[src/rtl/rv32i_pkg.sv]
// Shared encodings, the decoded-bundle layout and immediate extraction for the
// RV32I decode stage.
package rv32i_pkg;

    localparam logic [6:0] OP_R      = 7'b0110011;
    localparam logic [6:0] OP_IMM    = 7'b0010011;
    localparam logic [6:0] OP_JAL    = 7'b1101111;
    localparam logic [6:0] OP_JALR   = 7'b1100111;
    localparam logic [6:0] OP_LUI    = 7'b0110111;
    localparam logic [6:0] OP_AUIPC  = 7'b0010111;
    localparam logic [6:0] OP_BRANCH = 7'b1100011;

    localparam logic [6:0] FUNCT7_ALT = 7'b0100000;

    localparam int FOP_OPC_LSB = 0;
    localparam int FOP_F3_LSB  = 7;
    localparam int FOP_F7_LSB  = 10;
    localparam int FOP_W       = 17;

    typedef struct packed {
        logic [FOP_W-1:0] full_op;
        logic [31:0]      v1;
        logic [31:0]      v2;
        logic [31:0]      cmp_a;
        logic [31:0]      cmp_b;
        logic [31:0]      link;
        logic [31:0]      pc;
        logic [4:0]       rd;
        logic             rd_we;
        logic             illegal;
    } bundle_t;

    function automatic logic [31:0] imm_i(input logic [31:0] i);
        return {{20{i[31]}}, i[31:20]};
    endfunction

    function automatic logic [31:0] imm_b(input logic [31:0] i);
        return {{19{i[31]}}, i[31], i[7], i[30:25], i[11:8], 1'b0};
    endfunction

    function automatic logic [31:0] imm_u(input logic [31:0] i);
        return {i[31:12], 12'b0};
    endfunction

    function automatic logic [31:0] imm_j(input logic [31:0] i);
        return {{11{i[31]}}, i[31], i[19:12], i[20], i[30:21], 1'b0};
    endfunction

endpackage

[src/rtl/rv32i_decode_stage_if.sv]
// Fetch-side, register-file and ALU-side signals of the decode stage.
interface rv32i_decode_stage_if #(parameter int XLEN = 32);
    logic            in_valid;
    logic            in_ready;
    logic [XLEN-1:0] in_instr;
    logic [XLEN-1:0] in_pc;
    logic [4:0]      rs1_addr;
    logic [4:0]      rs2_addr;
    logic [XLEN-1:0] rs1_data;
    logic [XLEN-1:0] rs2_data;
    logic            flush;
    logic            out_valid;
    logic            out_ready;
    logic [16:0]     full_op;
    logic [XLEN-1:0] op_value1;
    logic [XLEN-1:0] op_value2;
    logic [XLEN-1:0] cmp_a;
    logic [XLEN-1:0] cmp_b;
    logic [XLEN-1:0] link_value;
    logic [XLEN-1:0] out_pc;
    logic [4:0]      rd_addr;
    logic            rd_we;
    logic            out_illegal;

    modport slave (
        input  in_valid, in_instr, in_pc, rs1_data, rs2_data, flush, out_ready,
        output in_ready, rs1_addr, rs2_addr, out_valid, full_op, op_value1,
               op_value2, cmp_a, cmp_b, link_value, out_pc, rd_addr, rd_we,
               out_illegal
    );

    modport master (
        output in_valid, in_instr, in_pc, rs1_data, rs2_data, flush, out_ready,
        input  in_ready, rs1_addr, rs2_addr, out_valid, full_op, op_value1,
               op_value2, cmp_a, cmp_b, link_value, out_pc, rd_addr, rd_we,
               out_illegal
    );
endinterface

[src/rtl/decode_skid_buf.sv]
// Two-entry valid/ready skid buffer; in_ready is registered so it has no
// combinational path from out_ready.
module decode_skid_buf #(
    parameter int W = 8
) (
    input  logic         clk,
    input  logic         rst,
    input  logic         flush_i,
    input  logic         in_valid_i,
    output logic         in_ready_o,
    input  logic [W-1:0] in_data_i,
    output logic         out_valid_o,
    input  logic         out_ready_i,
    output logic [W-1:0] out_data_o
);
    typedef enum logic [1:0] {EMPTY, ONE, TWO} state_e;

    state_e       state_q;
    logic         ready_q;
    logic [W-1:0] main_q;
    logic [W-1:0] skid_q;
    logic         push;
    logic         pop;

    assign push        = in_valid_i && ready_q;
    assign pop         = (state_q != EMPTY) && out_ready_i;
    assign in_ready_o  = ready_q;
    assign out_valid_o = (state_q != EMPTY);
    assign out_data_o  = main_q;

    always_ff @(posedge clk) begin
        if (rst) begin
            state_q <= EMPTY;
            ready_q <= 1'b0;
            main_q  <= '0;
            skid_q  <= '0;
        end else if (flush_i) begin
            state_q <= EMPTY;
            ready_q <= 1'b1;
        end else begin
            ready_q <= 1'b1;
            case (state_q)
                EMPTY: if (push) begin
                    main_q  <= in_data_i;
                    state_q <= ONE;
                end
                ONE: case ({push, pop})
                    2'b10: begin
                        skid_q  <= in_data_i;
                        state_q <= TWO;
                        ready_q <= 1'b0;
                    end
                    2'b11:   main_q  <= in_data_i;
                    2'b01:   state_q <= EMPTY;
                    default: ;
                endcase
                TWO: if (pop) begin
                    main_q  <= skid_q;
                    state_q <= ONE;
                end else begin
                    ready_q <= 1'b0;
                end
                default: state_q <= EMPTY;
            endcase
        end
    end
endmodule

[src/rtl/rv32i_decode_stage.sv]
// RV32I decode/operand-issue stage: combinational decode of the incoming word
// into an ALU bundle, queued through a 2-entry skid buffer.
module rv32i_decode_stage
    import rv32i_pkg::*;
#(
    parameter int          XLEN         = 32,
    parameter logic [31:0] RESET_PC_TAG = 32'h0
) (
    input  logic                 clk,
    input  logic                 rst,
    rv32i_decode_stage_if.slave  bus
);
    logic [XLEN-1:0] instr;
    logic [6:0]      opc;
    logic [2:0]      f3;
    logic [6:0]      f7;
    logic [4:0]      rd;
    logic [6:0]      f7o;
    logic [2:0]      f3o;
    logic [XLEN-1:0] v1;
    logic [XLEN-1:0] v2;
    logic            wb;
    logic            legal;
    bundle_t         dec;
    bundle_t         held;
    bundle_t         o;
    logic [$bits(bundle_t)-1:0] held_bits;
    logic            hvalid;

    assign instr        = bus.in_instr;
    assign opc          = instr[6:0];
    assign f3           = instr[14:12];
    assign f7           = instr[31:25];
    assign rd           = instr[11:7];
    assign bus.rs1_addr = instr[19:15];
    assign bus.rs2_addr = instr[24:20];

    always_comb begin
        f7o   = '0;
        f3o   = '0;
        v1    = '0;
        v2    = '0;
        wb    = 1'b0;
        legal = 1'b0;
        case (opc)
            OP_R: begin
                legal = (f7 == 7'b0) || (f7 == FUNCT7_ALT && (f3 == 3'b000 || f3 == 3'b101));
                f7o = f7;
                f3o = f3;
                v1  = bus.rs1_data;
                v2  = bus.rs2_data;
                wb  = 1'b1;
            end
            OP_IMM: begin
                f3o = f3;
                v1  = bus.rs1_data;
                wb  = 1'b1;
                // Shifts carry funct7 and a 5-bit shamt instead of an immediate.
                if (f3 == 3'b001 || f3 == 3'b101) begin
                    legal = (f7 == 7'b0) || (f7 == FUNCT7_ALT && f3 == 3'b101);
                    f7o   = f7;
                    v2    = {27'b0, instr[24:20]};
                end else begin
                    legal = 1'b1;
                    v2    = imm_i(instr);
                end
            end
            OP_JAL: begin
                legal = 1'b1;
                v1    = bus.in_pc;
                v2    = imm_j(instr);
                wb    = 1'b1;
            end
            OP_JALR: begin
                legal = (f3 == 3'b000);
                v1    = bus.rs1_data;
                v2    = imm_i(instr);
                wb    = 1'b1;
            end
            OP_LUI: begin
                legal = 1'b1;
                v2    = imm_u(instr);
                wb    = 1'b1;
            end
            OP_AUIPC: begin
                legal = 1'b1;
                v1    = bus.in_pc;
                v2    = imm_u(instr);
                wb    = 1'b1;
            end
            OP_BRANCH: begin
                legal = (f3 != 3'b010) && (f3 != 3'b011);
                f3o   = f3;
                v1    = bus.in_pc;
                v2    = imm_b(instr);
            end
            default: ;
        endcase

        dec         = '0;
        dec.cmp_a   = bus.rs1_data;
        dec.cmp_b   = bus.rs2_data;
        dec.link    = bus.in_pc + 32'd4;
        dec.pc      = bus.in_pc;
        dec.rd      = rd;
        dec.illegal = !legal;
        if (legal) begin
            dec.full_op[FOP_F7_LSB  +: 7] = f7o;
            dec.full_op[FOP_F3_LSB  +: 3] = f3o;
            dec.full_op[FOP_OPC_LSB +: 7] = opc;
            dec.v1    = v1;
            dec.v2    = v2;
            dec.rd_we = wb && (rd != 5'd0);
        end
    end

    decode_skid_buf #(.W($bits(bundle_t))) u_skid (
        .clk         (clk),
        .rst         (rst),
        .flush_i     (bus.flush),
        .in_valid_i  (bus.in_valid),
        .in_ready_o  (bus.in_ready),
        .in_data_i   (dec),
        .out_valid_o (hvalid),
        .out_ready_i (bus.out_ready),
        .out_data_o  (held_bits)
    );

    assign held = bundle_t'(held_bits);

    // An empty stage presents the reset bundle so stale data never leaks out.
    always_comb begin
        o    = '0;
        o.pc = RESET_PC_TAG;
        if (hvalid) o = held;
    end

    assign bus.out_valid   = hvalid;
    assign bus.full_op     = o.full_op;
    assign bus.op_value1   = o.v1;
    assign bus.op_value2   = o.v2;
    assign bus.cmp_a       = o.cmp_a;
    assign bus.cmp_b       = o.cmp_b;
    assign bus.link_value  = o.link;
    assign bus.out_pc      = o.pc;
    assign bus.rd_addr     = o.rd;
    assign bus.rd_we       = o.rd_we;
    assign bus.out_illegal = o.illegal;
endmodule
[src/flat_wrapper.sv]
// flat-port wrapper written by rule: the top's interface ports become plain ports
module rv32i_decode_stage_flat import rv32i_pkg::*;
#(
    parameter int          XLEN         = 32,
    parameter logic [31:0] RESET_PC_TAG = 32'h0
)
  (clk, rst, bus_in_valid, bus_in_instr, bus_in_pc, bus_rs1_data, bus_rs2_data, bus_flush, bus_out_ready, bus_in_ready, bus_rs1_addr, bus_rs2_addr, bus_out_valid, bus_full_op, bus_op_value1, bus_op_value2, bus_cmp_a, bus_cmp_b, bus_link_value, bus_out_pc, bus_rd_addr, bus_rd_we, bus_out_illegal);
  rv32i_decode_stage_if #(.XLEN(XLEN)) bus_i ();
  input  logic clk;
  input  logic rst;
  input wire logic [$bits(bus_i.in_valid)-1:0] bus_in_valid;
  input wire logic [$bits(bus_i.in_instr)-1:0] bus_in_instr;
  input wire logic [$bits(bus_i.in_pc)-1:0] bus_in_pc;
  input wire logic [$bits(bus_i.rs1_data)-1:0] bus_rs1_data;
  input wire logic [$bits(bus_i.rs2_data)-1:0] bus_rs2_data;
  input wire logic [$bits(bus_i.flush)-1:0] bus_flush;
  input wire logic [$bits(bus_i.out_ready)-1:0] bus_out_ready;
  output wire logic [$bits(bus_i.in_ready)-1:0] bus_in_ready;
  output wire logic [$bits(bus_i.rs1_addr)-1:0] bus_rs1_addr;
  output wire logic [$bits(bus_i.rs2_addr)-1:0] bus_rs2_addr;
  output wire logic [$bits(bus_i.out_valid)-1:0] bus_out_valid;
  output wire logic [$bits(bus_i.full_op)-1:0] bus_full_op;
  output wire logic [$bits(bus_i.op_value1)-1:0] bus_op_value1;
  output wire logic [$bits(bus_i.op_value2)-1:0] bus_op_value2;
  output wire logic [$bits(bus_i.cmp_a)-1:0] bus_cmp_a;
  output wire logic [$bits(bus_i.cmp_b)-1:0] bus_cmp_b;
  output wire logic [$bits(bus_i.link_value)-1:0] bus_link_value;
  output wire logic [$bits(bus_i.out_pc)-1:0] bus_out_pc;
  output wire logic [$bits(bus_i.rd_addr)-1:0] bus_rd_addr;
  output wire logic [$bits(bus_i.rd_we)-1:0] bus_rd_we;
  output wire logic [$bits(bus_i.out_illegal)-1:0] bus_out_illegal;
  assign bus_i.in_valid = bus_in_valid;
  assign bus_i.in_instr = bus_in_instr;
  assign bus_i.in_pc = bus_in_pc;
  assign bus_i.rs1_data = bus_rs1_data;
  assign bus_i.rs2_data = bus_rs2_data;
  assign bus_i.flush = bus_flush;
  assign bus_i.out_ready = bus_out_ready;
  assign bus_in_ready = bus_i.in_ready;
  assign bus_rs1_addr = bus_i.rs1_addr;
  assign bus_rs2_addr = bus_i.rs2_addr;
  assign bus_out_valid = bus_i.out_valid;
  assign bus_full_op = bus_i.full_op;
  assign bus_op_value1 = bus_i.op_value1;
  assign bus_op_value2 = bus_i.op_value2;
  assign bus_cmp_a = bus_i.cmp_a;
  assign bus_cmp_b = bus_i.cmp_b;
  assign bus_link_value = bus_i.link_value;
  assign bus_out_pc = bus_i.out_pc;
  assign bus_rd_addr = bus_i.rd_addr;
  assign bus_rd_we = bus_i.rd_we;
  assign bus_out_illegal = bus_i.out_illegal;
  rv32i_decode_stage #(.XLEN(XLEN), .RESET_PC_TAG(RESET_PC_TAG)) u_core (.clk(clk), .rst(rst), .bus(bus_i));
endmodule
[config.mk]
export PLATFORM = sky130hd
export DESIGN_NAME = rv32i_decode_stage_flat
export DESIGN_NICKNAME = d
export VERILOG_FILES = /design/src/rtl/rv32i_pkg.sv /design/src/rtl/rv32i_decode_stage_if.sv /design/src/rtl/decode_skid_buf.sv /design/src/rtl/rv32i_decode_stage.sv /design/src/flat_wrapper.sv
export SDC_FILE = /design/constraint.sdc
export NUM_CORES = 1
export LEC_CHECK = 0
export ABC_AREA = 0
export CORE_ASPECT_RATIO = 0.9
export CORE_MARGIN = 3
export CORE_UTILIZATION = 40
export DETAILED_ROUTE_END_ITERATION = 7
export HOLD_SLACK_MARGIN = 0.12
export PLACE_DENSITY = 0.77
export RECOVER_POWER = 100
export SYNTH_ARGS = -nofsm -noshare
export SYNTH_HDL_FRONTEND = slang
export SYNTH_SLANG_ARGS = --single-unit
[constraint.sdc]
create_clock -name clk -period 2.62 [get_ports clk]
set_clock_uncertainty 0.15 [all_clocks]
set_input_delay 0.655 -clock clk [delete_from_list [all_inputs] [get_ports clk]]
set_output_delay 0.655 -clock clk [all_outputs]
set_load 0.02 [all_outputs]
### Word-level counts from Yosys, hierarchy flattened

Cells that the tools add are included.

| word-level totals | value |
|---|---|
| register bits | 435 |
| bits of input ports | 133 |
| output and inout bits | 228 |
| word-level logic and storage cells | 78 |

| cells by class | value |
|---|---|
| add/subtract/negate cells | 1 |
| equality and inequality tests | 21 |
| muxes and demuxes | 24 |
| bitwise gates (word level) | 1 |
| reduce and logical (&&, ||, !) cells | 27 |

Operator list:

| kind | count |
|---|---|
| $mux 216 | 4 |
| $pmux 216 s3 | 1 |
| $pmux 32 s6 | 1 |
| $mux 81 | 1 |
| $pmux 32 s2 | 1 |
| $add 32x3->32 const B | 1 |
| $mux 32 | 1 |
| $eq 7x6->1 const B | 3 |
| $eq 7x7->1 const B | 3 |
| $eq 7x5->1 const B | 2 |
| $pmux 7 s2 | 1 |
| $reduce_or 3->1 | 4 |
| $ne 3x2->1 const B | 3 |
| $logic_not 7->1 | 1 |
| $mux 7 | 1 |
| $eq 2x2->1 const B | 3 |
| $logic_and 1x1->1 | 6 |
| $mux 1 | 6 |
| $pmux 2 s3 | 1 |
| $reduce_and 3->1 | 2 |
| $reduce_or 6->1 | 1 |
| $pmux 1 s5 | 1 |
| $reduce_and 5->1 | 1 |
| $reduce_bool 5->1 | 1 |
| other kinds (17) | 24 |

### Longest topological paths before layout

Gate-level depths: netlist of run 1.

| depth | value |
|---|---|
| word-level depth | 8 |
| depth in mapped cells | 10 |
| gate-level depth less buffers | 8 |

### Hierarchy

A second synthesis of run 1 with hierarchy kept.

| unflattened totals | value |
|---|---|
| cells, all modules | 2553 |
| area total of the unflattened synthesis | 20978.9 sq um |

By module, submodules not included:

| module | instances | cells an instance | area each (sq um) | sequential area each (sq um) |
|---|---|---|---|---|
| decode_skid_buf | 1 | 1932 | 16892.5 | 8708.4 |
| rv32i_decode_stage | 1 | 621 | 4086.4 | 0.0 |

### Least setup slack after synthesis of run 1

Ideal clock, no wire load.

| path | value |
|---|---|
| path kind | input to register |
| start | input port bus_in_instr[2] |
| end | register u_core.u_skid.skid_q[206] |
| setup time | 0.059 ns |
| data arrival time | 2.474 ns |
| data required time | 2.411 ns |
| setup slack | -0.063 ns |
| stages on the path | 7 |
| buffers on the path | 1 |
| cells stage by stage | or2_4 or2_1 buf_6 or3_4 a311oi_4 and2_4 a22o_1 |

| on the way | value |
|---|---|
| cells in the longest elaborated chain, start to end | 4 |
| elaborated cells on any way between the ends | 12 |
| classes of those cells | eq/ne: 7; mux: 3; reduce/logical: 2 |

Ends and longest elaborated chain:

| element | line | RTL |
|---|---|---|
| start, declared | flat_wrapper.sv:12 | `input wire logic [$bits(bus_i.in_instr)-1:0] bus_in_instr;` |
| $eq 7x7->1, or another cell as far along | rv32i_decode_stage.sv:45 | `case (opc)` |
| $reduce_or 3->1 (no line) | n/a |  |
| $pmux 1 s5 / $mux 3 (equally long branches) | rv32i_decode_stage.sv:45 |  |
| $mux 81 (*) | rv32i_decode_stage.sv:107 | `if (legal) begin` |
| end signal, assigned | decode_skid_buf.sv:49 | `skid_q <= in_data_i;` |
| end, declared | decode_skid_buf.sv:21 | `logic [W-1:0] skid_q;` |

Mark *: on every way between the ends. The rest lies on a longest branch, timed or not.
A chain may end at the register's enable or synchronous reset.

### Final worst setup path of run 1

| path | value |
|---|---|
| start | register u_core.u_skid.state_q[0] |
| end | output port bus_cmp_a[13] |

| on the way | value |
|---|---|
| cells in the longest elaborated chain, start to end | 2 |

Ends and longest elaborated chain:

| element | line | RTL |
|---|---|---|
| start, declared | decode_skid_buf.sv:18 | `state_e state_q;` |
| start signal, assigned | decode_skid_buf.sv:33 | `state_q <= EMPTY;` |
| start signal, assigned | decode_skid_buf.sv:38 | `state_q <= EMPTY;` |
| start signal, assigned | decode_skid_buf.sv:45 | `state_q <= ONE;` |
| $reduce_bool 2->1 | decode_skid_buf.sv:28 | `assign out_valid_o = (state_q != EMPTY);` |
| $mux 216 | rv32i_decode_stage.sv:135 | `if (hvalid) o = held;` |
| end, declared | flat_wrapper.sv:25 | `output wire logic [$bits(bus_i.cmp_a)-1:0] bus_cmp_a;` |

Every way passes these cells.

==> results.yml, run 1 <==
worst_setup_path:
  critPathKind: "flip-flop to primary output"
  cp_cell_sequence: "inv_2 > ha_4 > buf_12 > buf_12 > nor2b_1 > clkdlybuf4s15_2"
  r2r-start: "u_core.u_skid.state_q[0]"
  cpMostUsedCell: "buf_12"
  cp_max_fo: 31
  critPathLaunchType: "flip-flop"
  regToRegSetupSlack_ps: -200
  arrival_ps: 2020
  worst-path-buf-inv: 4
  critPathLaunch: "u_core.u_skid.state_q[0]"
  crit_family: "buffers and inverters"
  cp.required_ps: 1810
  critPathCaptureType: "primary output"
  cp_slowest_cell: "dfxtp_2"
  slowest_delay_ps: 320
grt:
  grt_usage_pct: 26.8
  grt_antenna_before_repair: 2
  grt_first_pass_wirelength_microns: 108000
  grt_pass1_vias: 18400
  grt_max_degree: 131
  grt_overflow_total: 0
sta:
  setup_viol: 342
  finalCritPeriodShare_pct: 108
  slew_violations: 0
  setup_ws_ps: -208
  period_minus_slack_ps: 2830
  maxSlewHeadroom_pct: 36.6
  max_freq_ghz: 0.354
  worst_pin_slew_ps: 948
  rsz0062_at_grt: "true"
  final_hold_viol_count: 0
cells_and_area:
  area_delta_synth_final_pct: 49.7
  finish.utilization_pct: 61.4
  drive_gt1_share_pct: 28.4
  fin_nets: 2952
  fillCellCount: 3711
cts:
  htree_levels: 2
  cts_hold_buf: 0
  clkLatencyLatePin_ps: 570
  cts_buffers: 46
  clockBufferDepth: 3
  cts_root_buffer: "clkbuf_16"
  cts_tree: "built"
  clock-sinks: 431
  cts.clk_slew.worst_paths_ps: 60
place:
  place_hpwl_microns: 49100
  preCtsSetupSlack_ps: -614
  gp_congestion: 0.943
  port_buffers: 360
status:
  outcome: "complete, but fails checks"
  violations: "setup timing"
floorplanning:
  ioPinCount: 361
  fp.dieH_microns: 215
  die_area_sq_um: 51100
  die_x_microns: 238
  row_count: 75
  initial_core_util_pct: 41.0
  core-area_sq_um: 47200
power_and_ir_drop:
  power_switching_mw: 4.05
  pwr-share-clk_pct: 43.1
  p_leak_nw: 10.9
  internal_power_mw: 12.1
  peakVddDrop_uv: 491
  pwr-share-seq_pct: 42.9
  p_sw_share_pct: 25.0
  power_density_nw_per_um2: 559
  pwr-share-comb_pct: 14.0
routing:
  totalWireLength_microns: 78500
  ant_nets: 0
  wire_per_inst_microns: 22.7
  firstDrtPassIters: 6
  vias: 20300
  dr.first_iter.drc_count: 2365
  drc: 0
  vias_per_cell: 5.85
synthesis:
  syn_avg_cell_area_sq_um: 8.45
  synth_area_sq_um: 19400
  async_flop_share_pct: 0
  synth_edf_count: 0
  ys_seq_area_share_pct: 44.6
  ys_warn_count: 0
  synth-main-ff-cell: "dfxtp_1"
  yosysUniqueCellTypes: 56
  syn-num-nets: 2429
  syn_inst: 2291
  ys_ff_latch: 431
run:
  maxCapViolCount: 0
min_path:
  holdCritPathClass: "flip-flop to flip-flop"
  min_from: "u_core.u_skid.skid_q[161]"
cells in the mapped netlist, drive strengths merged (3+ instances only):
cell | count | area (sq um)
a211oi | 121 | 908
a21oi | 154 | 771
a221oi | 67 | 587
a222oi | 4 | 40.0
a22o | 87 | 762
a311oi | 5 | 61.3
a31o | 4 | 35.0
a31oi | 3 | 33.8
and2 | 8 | 52.6
and3 | 7 | 43.8
buf | 40 | 259
clkbuf | 184 | 691
dfxtp | 431 | 8630
ha | 5 | 62.6
inv | 15 | 56.3
mux2i | 107 | 1070
nand2 | 307 | 1150
nand2b | 8 | 50.1
nand3 | 29 | 145
nand4 | 17 | 106
nand4b | 5 | 43.8
nor2 | 206 | 773
nor2b | 219 | 1370
nor3 | 17 | 85.1
o211ai | 8 | 60.1
o21ai | 132 | 661
o21ba | 19 | 190
o221ai | 7 | 61.3
o22ai | 3 | 18.8
o31ai | 19 | 143
or2 | 4 | 27.5
or3 | 3 | 23.8
xnor2 | 21 | 184
xor2 | 6 | 52.6
final cells by class:
class | instances | area [sq um] | area share (%)
Sequential cell | 431 | 8630 | 29.8
Inverter | 15 | 56.3 | 0.194
Clock inverter | 12 | 196 | 0.678
Multi-Input combinational cell | 1621 | 10900 | 37.6
Tap cell | 616 | 771 | 2.66
Timing Repair Buffer | 699 | 7000 | 24.2
Clock buffer | 67 | 1420 | 4.91
Antenna cell | 2 | 5.00 | 0.0173
sequential cells by signal (all words and copies together) (netlist names):
register and flops:
u_core.u_skid.in_ready_o 1, u_core.u_skid.skid_q 214, u_core.u_skid.state_q 2, u_core.u_skid.out_data_o 214
cells by family after synthesis:
logic type | share of synthesized area [%]
adders and majority gates | 0.323
muxes | 5.53
buffers and inverters | 5.20
xor gates and xnor gates | 1.22
AOI/OAI and AO/OA | 22.9
DFF | 44.6
and+or+nand+nor | 20.3
power groups by stage:
stage / Clock (mW) / Combinational (mW) / Sequential, mW
after global placement: 0 / 1.68 / 7.05
final: 6.98 / 2.27 / 6.94
after detailed placement: 0 / 1.71 / 7.06
after floorplan: 0 / 0.839 / 7.00
after global routing: 7.31 / 2.38 / 6.95
after CTS: 7.00 / 1.79 / 6.92
layer usage:
layer / track usage, % / routed length, microns / vias to the layer above
met2: 41.0 / 35000 / 1113
met1: 37.6 / 32800 / 9814
met4: 9.41 / 3030 / 0
met3: 5.19 / 7610 / 210
li1: - / - / 9123
met5: 0 / 0 / -
repair_timing:
| action | 4_1_cts | 5_1_grt |
|---|---|---|
| setup endpoints to repair | 292 | 503 |
| setup buffers | 17 | 47 |
| pin swaps | 1 | 51 |
| endpoints found under the hold margin | 0 | 0 |
| cloned | 6 | 33 |
| resized for setup | 695 | 436 |
final timing paths:
check | end | cells after the start
min reg2reg | u_core.u_skid.skid_q[161] | 2
max | bus_cmp_a[13] | 6
max reg2reg | u_core.u_skid.out_data_o[181] | 13
min | u_core.u_skid.skid_q[161] | 2
through the flow:
| step | TNS [ps] | cells | power [mW] | instance area (sq um) | hold WS (ps) |
|---|---|---|---|---|---|
| 4_1_cts | -49350 | 3388 | 15.7 | 26900 | 304 |
| 5_1_grt | -57440 | 3463 | 16.6 | 29000 | 319 |
| 6_report | -30550 | 3463 | 16.2 | 29000 | 304 |
| 3_3_place_gp | -98930 | 3286 | 8.73 | 25100 | 285 |
| 2_1_floorplan | -490 | 2291 | 7.84 | 19400 | 275 |
| 3_5_place_dp | -114740 | 3286 | 8.77 | 25100 | 291 |
worst reg2reg max path: stages, from the launching register on:
cell	delay [ps]
dfxtp_2	330
inv_2	50
ha_4	230
buf_6	180
clkbuf_16	170
nand2b_4	160
a221oi_4	300
and3_4	310
buf_6	140
clkbuf_16	170
buf_8	150
buf_8	140
o21ai_0	110
nor2_1	160
layout by cell type (no fill, tap or decap), types with 19 or more instances in the layout:
master             n
nand2_1          305
a211oi_1          79
nor2b_1          162
a22o_1            87
o31ai_1           19
mux2i_1          107
nor2b_2           23
buf_12            45
clkbuf_16         73
nor2b_4           34
xnor2_1           21
a21oi_1          154
buf_6             47
dfxtp_1          429
clkdlybuf4s50_1  140
nand3_1           27
dlygate4sd2_1     42
buf_4            308
a221oi_2          25
buf_2             47
a211oi_2          41
a221oi_1          33
o21ai_0          102
o21ai_1           19
nor2_1           190
Power figures use the tool's default switching activity.
==> inputs of run 2 (changes only) <==
--- a/config.mk
+++ b/config.mk
@@ -16,3 +16,4 @@
 export SYNTH_ARGS = -nofsm -noshare
 export SYNTH_HDL_FRONTEND = slang
 export SYNTH_SLANG_ARGS = --single-unit
+export TNS_END_PERCENT = 30
==> results.yml, run 2 (same netlist as run 1, synthesis figures left out) <==
status:
  outcome: "complete, but fails checks"
  violations: "setup timing"
grt:
  grt_overflow_total: 0
  grt_pass1_vias: 18600
  grt_usage_pct: 26.5
  grt_antenna_before_repair: 1
  grt_first_pass_wirelength_microns: 108000
  grt_max_degree: 150
cells_and_area:
  fin_nets: 2878
  area_delta_synth_final_pct: 38.4
  finish.utilization_pct: 56.8
  drive_gt1_share_pct: 23.6
  final_cell_mix: "430 x dfxtp_1, 341 x buf_4, 306 x nand2_1, 203 x nor2_1, 155 x nor2b_1"
  layout_commonest_cell: "dfxtp_1"
  layoutNonFillerInstCount: 3394
floorplanning:
  die_x_microns: 238
  die_area_sq_um: 51100
  fp.dieH_microns: 215
  row_count: 75
  core-area_sq_um: 47200
  ioPinCount: 361
  initial_core_util_pct: 41.0
routing:
  ant_nets: 0
  drc: 0
  firstDrtPassIters: 5
  vias: 19100
  vias_per_cell: 5.62
  totalWireLength_microns: 71400
  wire_per_inst_microns: 21.0
  dr.first_iter.drc_count: 2013
worst_setup_path:
  cp_max_fo: 17
  cp_slowest_cell: "dfxtp_2"
  critPathCaptureType: "primary output"
  arrival_ps: 1960
  cp_cell_sequence: "inv_2 > ha_4 > buf_12 > buf_4 > buf_4 > nor2b_4 > buf_6"
  cp.required_ps: 1810
  slowest_delay_ps: 350
  critPathLaunchType: "flip-flop"
  cpMostUsedCell: "buf_4"
  crit_family: "buffers and inverters"
  critPathKind: "flip-flop to primary output"
  worst-path-buf-inv: 5
power_and_ir_drop:
  p_leak_nw: 9.93
  p_sw_share_pct: 25.0
  internal_power_mw: 11.5
  pwr-share-seq_pct: 45.1
  peakVddDrop_uv: 410
  pwr-share-clk_pct: 43.0
  power_switching_mw: 3.84
  power_mw: 15.4
  pwr-share-comb_pct: 11.9
  power_density_nw_per_um2: 573
cts:
  cts_root_buffer: "clkbuf_16"
  clkLatencyLatePin_ps: 570
  cts.clk_slew.worst_paths_ps: 60
  cts_hold_buf: 0
  clock-sinks: 431
  cts_tree: "built"
  clockBufferDepth: 3
  cts_buffers: 45
  htree_levels: 2
sta:
  period_minus_slack_ps: 2770
  worst_pin_slew_ps: 943
  max_freq_ghz: 0.362
  final_hold_viol_count: 0
  tns_ps: -5500
  setup_viol: 129
  setup_ws_ps: -145
  rsz0062_at_grt: "true"
  slew_violations: 0
  finalCritPeriodShare_pct: 106
  maxSlewHeadroom_pct: 37.0
place:
  gp_congestion: 0.951
  place_inst: 3299
  place_hpwl_microns: 50000
  preCtsSetupSlack_ps: -588
  port_buffers: 360
min_path:
  holdCritPathClass: "flip-flop to flip-flop"
run:
  maxCapViolCount: 0
==> run 2: power by group through the flow <==
| stage | Clock (mW) | Combinational [mW] | Sequential [mW] |
|---|---|---|---|
| 2_1_floorplan | 0 | 0.839 | 7.00 |
| 3_3_place_gp | 0 | 1.71 | 7.05 |
| 3_5_place_dp | 0 | 1.74 | 7.05 |
| 4_1_cts | 6.69 | 1.75 | 6.91 |
| 5_1_grt | 6.93 | 1.95 | 6.94 |
| 6_report | 6.61 | 1.82 | 6.92 |
==> run 2: cell type report <==
type	instances	area, sq um
clock buffer	64	1310
multi-input combinational	1622	10200
inverter	15	56.3
antenna	2	5.00
timing repair buffer	625	5660
tap	616	771
sequential	431	8630
fill	4132	20400
clock inverter	19	210
==> run 2: tightest hold or removal path: stages (launching register included) <==
cell,delay [ps]
dfxtp_1,310
nand2_1,50
a21oi_1,50
==> run 2: stage by stage <==
| stage | hold WS, ps | area, sq um |
|---|---|---|
| floorplan | 275 | 19400 |
| finish | 303 | 26800 |
| global placement | 284 | 25300 |
| detailed placement | 291 | 25300 |
| CTS | 304 | 26600 |
| global route | 319 | 26800 |
==> run 2: timing repair <==
item                       in CTS  in global routing
gates resized for setup       580                421
setup endpoints to repair     242                450
pin swaps                       0                  1
cloned                          1                  2
buffers inserted                3                  4
==> run 2: final timing paths <==
path	start	end	slack [ps]	depth (start not counted)
setup / recovery	u_core.u_skid.state_q[1]	bus_out_pc[4]	-150	7
hold / removal	u_core.u_skid.skid_q[74]	u_core.u_skid.skid_q[74]	300	2
setup reg to reg	u_core.u_skid.state_q[1]	u_core.u_skid.out_data_o[188]	10	11
hold reg to reg	u_core.u_skid.skid_q[74]	u_core.u_skid.skid_q[74]	300	2
==> run 2: metal layers <==
metal | vias to the layer above | track usage (%) | routed length [microns]
li1 | 8954 | - | -
met1 | 9169 | 36.4 | 30900
met2 | 824 | 41.1 | 32000
met3 | 137 | 5.67 | 6250
met4 | 0 | 9.16 | 2230
met5 | - | 0 | 0
